--- config.mk ---
export PLATFORM = sky130hd
export DESIGN_NAME = ifetch_flat
export DESIGN_NICKNAME = d
export VERILOG_FILES = /design/src/rtl/ifetch_if.sv /design/src/rtl/ifetch.sv /design/src/flat_wrapper.sv
export SDC_FILE = /design/constraint.sdc
export NUM_CORES = 1
export LEC_CHECK = 0
export CAP_MARGIN = 25
export CORE_MARGIN = 5
export CORE_UTILIZATION = 46
export DETAILED_ROUTE_END_ITERATION = 7
export PLACE_DENSITY = 0.77
export RECOVER_POWER = 25
export REMOVE_ABC_BUFFERS = 1
export SYNTH_ARGS = -nofsm -noshare
export SYNTH_HDL_FRONTEND = slang
export SYNTH_SLANG_ARGS = --single-unit
--- constraint.sdc ---
create_clock -name clk -period 2.22 [get_ports clk]
set_clock_uncertainty 0.2 [all_clocks]
set_input_delay 0.444 -clock clk [delete_from_list [all_inputs] [get_ports clk]]
set_output_delay 0.444 -clock clk [all_outputs]
set_load 0.03 [all_outputs]
--- src/rtl/ifetch_if.sv ---
// Instruction-memory read port between the fetch stage (master) and memory (slave).
// One request outstanding at a time; address held stable until ack.
interface ifetch_if #(
  parameter int unsigned ADDR_W = 32,
  parameter int unsigned WORD_W = 32
);
  logic              imem_req_o;
  logic [ADDR_W-1:0] imem_addr_o;
  logic              imem_ack_i;
  logic [WORD_W-1:0] imem_rdata_i;

  modport master (
    output imem_req_o,
    output imem_addr_o,
    input  imem_ack_i,
    input  imem_rdata_i
  );

  modport slave (
    input  imem_req_o,
    input  imem_addr_o,
    output imem_ack_i,
    output imem_rdata_i
  );
endinterface

--- src/rtl/ifetch.sv ---
// Instruction fetch stage: single-outstanding memory request, one-entry skid buffer
// behind a registered output slot, and branch redirect with discard of in-flight reads.
module ifetch #(
  parameter int unsigned       ADDR_W   = 32,
  parameter int unsigned       WORD_W   = 32,
  parameter logic [ADDR_W-1:0] RESET_PC = '0,
  parameter int unsigned       PC_STEP  = 1
) (
  input  logic              clk,
  input  logic              rst,
  ifetch_if.master          imem,
  input  logic              br_v_i,
  input  logic [ADDR_W-1:0] br_addr_i,
  input  logic              stall_i,
  output logic              v_o,
  output logic [WORD_W-1:0] inst_o,
  output logic [ADDR_W-1:0] origaddr_o
);

  typedef enum logic [1:0] {
    StFetch,
    StBlocked,
    StFlush
  } state_e;

  state_e            state_q;
  logic [ADDR_W-1:0] pc_q;
  logic              v_q;
  logic [WORD_W-1:0] inst_q;
  logic [ADDR_W-1:0] oaddr_q;
  logic [WORD_W-1:0] skid_inst_q;
  logic [ADDR_W-1:0] skid_addr_q;
  logic [ADDR_W-1:0] pc_next;

  // Modulo 2^ADDR_W: the add simply wraps.
  assign pc_next = pc_q + ADDR_W'(PC_STEP);

  // Skid occupancy is implied by StBlocked, so leaving that state empties it.
  always_ff @(posedge clk or negedge rst) begin
    if (!rst) begin
      state_q     <= StFetch;
      pc_q        <= RESET_PC;
      v_q         <= 1'b0;
      inst_q      <= '0;
      oaddr_q     <= '0;
      skid_inst_q <= '0;
      skid_addr_q <= '0;
    end else if (br_v_i) begin
      v_q  <= 1'b0;
      pc_q <= br_addr_i;
      unique case (state_q)
        StFetch:   state_q <= imem.imem_ack_i ? StFetch : StFlush;
        StFlush:   state_q <= imem.imem_ack_i ? StFetch : StFlush;
        StBlocked: state_q <= StFetch;
        default:   state_q <= StFetch;
      endcase
    end else begin
      unique case (state_q)
        StFetch: begin
          if (imem.imem_ack_i) begin
            pc_q <= pc_next;
            if (!v_q || !stall_i) begin
              inst_q  <= imem.imem_rdata_i;
              oaddr_q <= pc_q;
              v_q     <= 1'b1;
            end else begin
              skid_inst_q <= imem.imem_rdata_i;
              skid_addr_q <= pc_q;
              state_q     <= StBlocked;
            end
          end else if (v_q && !stall_i) begin
            v_q <= 1'b0;
          end
        end
        StBlocked: begin
          if (!stall_i) begin
            inst_q  <= skid_inst_q;
            oaddr_q <= skid_addr_q;
            v_q     <= 1'b1;
            state_q <= StFetch;
          end
        end
        StFlush: begin
          if (v_q && !stall_i) begin
            v_q <= 1'b0;
          end
          if (imem.imem_ack_i) begin
            state_q <= StFetch;
          end
        end
        default: state_q <= StFetch;
      endcase
    end
  end

  // Request is a pure function of state; gated by rst so it is low throughout reset.
  assign imem.imem_req_o  = rst && (state_q == StFetch);
  assign imem.imem_addr_o = pc_q;

  assign v_o        = v_q;
  assign inst_o     = inst_q;
  assign origaddr_o = oaddr_q;

endmodule

--- src/flat_wrapper.sv ---
// flat-port wrapper written by rule: the top's interface ports become plain ports
module ifetch_flat 
#(
  parameter int unsigned       ADDR_W   = 32,
  parameter int unsigned       WORD_W   = 32,
  parameter logic [ADDR_W-1:0] RESET_PC = '0,
  parameter int unsigned       PC_STEP  = 1
)
  (clk, rst, br_v_i, br_addr_i, stall_i, v_o, inst_o, origaddr_o, imem_imem_req_o, imem_imem_addr_o, imem_imem_ack_i, imem_imem_rdata_i);
  ifetch_if #(.ADDR_W(ADDR_W), .WORD_W(WORD_W)) imem_i ();
  input  logic clk;
  input  logic rst;
  input  logic br_v_i;
  input  logic [ADDR_W-1:0] br_addr_i;
  input  logic stall_i;
  output logic v_o;
  output logic [WORD_W-1:0] inst_o;
  output logic [ADDR_W-1:0] origaddr_o;
  output wire logic [$bits(imem_i.imem_req_o)-1:0] imem_imem_req_o;
  output wire logic [$bits(imem_i.imem_addr_o)-1:0] imem_imem_addr_o;
  input wire logic [$bits(imem_i.imem_ack_i)-1:0] imem_imem_ack_i;
  input wire logic [$bits(imem_i.imem_rdata_i)-1:0] imem_imem_rdata_i;
  assign imem_imem_req_o = imem_i.imem_req_o;
  assign imem_imem_addr_o = imem_i.imem_addr_o;
  assign imem_i.imem_ack_i = imem_imem_ack_i;
  assign imem_i.imem_rdata_i = imem_imem_rdata_i;
  ifetch #(.ADDR_W(ADDR_W), .WORD_W(WORD_W), .RESET_PC(RESET_PC), .PC_STEP(PC_STEP)) u_core (.clk(clk), .rst(rst), .imem(imem_i), .br_v_i(br_v_i), .br_addr_i(br_addr_i), .stall_i(stall_i), .v_o(v_o), .inst_o(inst_o), .origaddr_o(origaddr_o));
endmodule
==> flow_metrics.py <==
metrics = {
    "run_status": {
        "outcome": "complete, but fails checks",
        "violations": "setup timing",
    },
    "die": {
        "die_w_um": 138.5,
        "rows": 47,
        "initial_utilization": 0.4626,
        "dieArea_sq_um": 19170,
        "die_h_um": 138.5,
        "ios": 167,
        "core_sq_um": 16410,
    },
    "worst_setup_path": {
        "crit_path_end_kind": "flop",
        "worstPathRequired_ns": 2.32,
        "crit_top_cell": "nor2_4",
        "start_kind": "flop",
        "path_max_fanout": 7,
        "critical_path_class": "reg2reg",
        "cp_slowest_stage_delay_ns": 0.36,
        "crit_slowest_cell": "dfrtp_1",
        "rrSetupSlack_ns": -0.04,
        "cp.arrival_ns": 2.37,
        "r2r-end": "u_core.origaddr_o[31]",
        "r2r_start": "u_core.state_q[0]",
        "crit_chain": "inv_2 > ha_4 > buf_4 > buf_6 > nor2_4 > a32oi_2 > nor2_4 > buf_12 > clkbuf_16 > mux2_2",
        "reg2reg_depth": 10,
    },
    "min_path": {
        "hp-class": "reg2reg",
        "hold_start": "u_core.skid_addr_q[16]",
        "hold_depth": 1,
        "min_to": "u_core.skid_addr_q[16]",
    },
    "final_layout": {
        "layout-drive-gt1-share": 0.3703,
        "final_util": 0.6748,
        "final_cell_count_no_fill": 1049,
        "final_cell_area_sq_um": 11070,
        "final_nets": 892,
        "areaGrowthSynthToFinish_pct": 45.88,
        "diodes": 0,
        "fillers": 1149,
    },
    "synth": {
        "synthesis.instances": 594,
        "synth_cell_type_count": 42,
        "synth_edf_count": 0,
        "syn_area_sq_um": 7590,
        "ys_seq_elements": 163,
        "synthFlopType": "dfrtp_1",
        "synth_seq_area_share": 0.5374,
        "synth.avg_cell_area_sq_um": 12.78,
        "synthArstFlopShare": 1.000,
        "yosysWarnings": 0,
    },
    "global_routing": {
        "grt_pass1_vias": 5969,
        "grt_max_degree": 164,
        "track_usage": 0.2034,
        "grt.overflow.total": 0,
        "antenna_found_initial": 1,
        "grt_pass1_wl_um": 31530,
    },
    "timing": {
        "max_freq_mhz": 441.6,
        "setup_viol": 42,
        "tns_ns": -0.7412,
        "min_period_ns": 2.264,
        "tightest_slew_ns": 1.454,
        "period_share": 1.020,
        "maxSlewViolCount": 0,
        "rsz0062_at_grt": "true",
        "hold_violations": 0,
        "setup_ws_ns": -0.04425,
        "slew_headroom": 0.03048,
    },
    "detailed_routing": {
        "totalWireLength_um": 21120,
        "vias": 5804,
        "drt_iter0_drc": 420,
        "dr.pass1.iters": 5,
        "drc_errors": 0,
        "wl_per_cell_um": 20.13,
        "vias_per_cell": 5.533,
        "drtAntennaViolNets": 0,
    },
    "cts": {
        "clkTransAtPathRegs_ns": 0.06,
        "clockBufferDepth": 2,
        "cts_buffers": 17,
        "cts-root-buf": "clkbuf_16",
        "hold_buffers": 0,
        "htreeDepth": 4,
        "insertion_delay_ns": 0.42,
        "cts_sinks": 163,
        "cts_tree": "yes",
    },
    "run": {
        "maxCapViolCount": 0,
    },
    "place": {
        "postPlaceCellArea_sq_um": 9941,
        "port_buffers": 166,
        "placed_cells_incl_taps": 999,
        "gp_congestion": 0.8531,
        "dpl.hpwl_um": 13430,
        "pre_cts_slack_ns": -0.4423,
    },
    "pwr": {
        "leakagePower_uw": 0.004703,
        "cellPowerDensity_nw_per_um2": 1297,
        "ir_worst_vdd_mv": 0.9525,
    },
}
critical path: cells and delay by family (launching register included):
kind / cells / cell delay (ns)
buffers and inverters: 5 / 0.69
flip-flops: 1 / 0.36
multiplexers: 1 / 0.33
AND/OR/NAND/NOR: 2 / 0.30
adder cells (fa/ha/maj): 1 / 0.17
AO/OA/AOI/OAI: 1 / 0.09
layout make-up:
| class | instances | area [sq um] | share of cell area |
|---|---|---|---|
| Sequential cell | 163 | 4079 | 0.3684 |
| Tap cell | 220 | 275.3 | 0.02486 |
| Clock buffer | 21 | 450.4 | 0.04068 |
| Clock inverter | 8 | 82.58 | 0.007458 |
| Inverter | 8 | 30.03 | 0.002712 |
| Multi-Input combinational cell | 387 | 3620 | 0.3269 |
| Timing Repair Buffer | 242 | 2535 | 0.2290 |
synth_stat cells, types with 2 or more instances:
master    number  area share
mux2i_1        3      0.0040
o31ai_1       13       0.013
nor2_1        22       0.011
nand2_1       33       0.016
mux2_2       188        0.28
or4_1         15       0.015
a211o_1        2      0.0023
ha_1           4      0.0066
xnor2_1        5      0.0058
nand3_1       12      0.0079
a31oi_1       17       0.014
and3_1         3      0.0025
buf_2         14      0.0092
nand4_1       11      0.0091
xor2_1         4      0.0046
o21ai_0       21       0.014
clkbuf_1      21       0.010
dfrtp_1      163        0.54
or3_1          3      0.0025
nor4_1         4      0.0033
nor3_1         5      0.0033
inv_1          7      0.0035
a21oi_1        2      0.0013
and4_1         4      0.0046
routing by layer:
layer,wire length [um],track usage,vias to the layer above
li1,-,-,2637
met1,8413,0.2435,2928
met2,11010,0.3538,189
met3,1176,0.05559,48
met4,512,0.07124,2
met5,13,0,-
state kept, by name, indices dropped and copies added, names as in the netlist:
name / count
u_core.skid_inst_q: 32
u_core.skid_addr_q: 32
u_core.v_o: 1
u_core.state_q: 2
u_core.inst_o: 32
u_core.imem.imem_addr_o: 32
u_core.origaddr_o: 32
power by group:
group          switching, uW  internal, uW  total (uW)
logic                   3120          3610        6730
registers                710          4200        4910
clock network           1160          1560        2710
cells by family (layout without fill, tap and decap cells):
logic type	count (synthesis)	after routing	synth area share
flops	163	163	0.5374
compound gates	64	64	0.05473
xor+xnor	9	9	0.01039
simple gates	119	119	0.08292
buf+inv	44	279	0.02506
mux	191	191	0.2829
fa+ha+maj	4	4	0.006594
per-stage QoR:
| step | total power [uW] | hold WS (ns) |
|---|---|---|
| after detailed placement | 10850 | 0.2900 |
| after global routing | 15050 | 0.3130 |
| after floorplan | 8354 | -0.05159 |
| after CTS | 13640 | 0.04606 |
| after global placement | 10600 | 0.2831 |
| final | 14360 | 0.3017 |
what timing repair did:
item,in CTS,in global routing
buffers inserted,2,5
setup endpoints to repair,80,147
pin swaps,8,8
resized for setup,37,76
cloned,1,14
worst max-delay path by stage:
stage	startpoint	end	slack [ns]	cells past startpoint
after floorplan	u_core.state_q[0]	u_core.v_o	-4.25	6
after global placement	imem_imem_ack_i	u_core.imem.imem_addr_o[31]	-0.45	6
after detailed placement	imem_imem_ack_i	u_core.imem.imem_addr_o[31]	-0.44	6
after CTS	u_core.state_q[1]	u_core.imem.imem_addr_o[17]	-0.03	7
after global routing	u_core.state_q[0]	u_core.imem.imem_addr_o[29]	-0.12	7
final	u_core.state_q[0]	u_core.origaddr_o[31]	-0.04	10
placed cells by master, fill, tap and decap left out, types with 13 or more instances in the layout:
master	Yosys	routed
a31oi_1	17	17
buf_4	0	44
clkbuf_16	0	26
clkdlybuf4s50_1	0	134
dfrtp_1	163	163
dlygate4sd2_1	0	29
mux2_2	188	132
mux2_4	0	56
nand2_1	33	32
nor2_1	22	20
o21ai_0	21	19
o31ai_1	13	13
or4_1	15	14
Power figures use the tool's default switching activity.
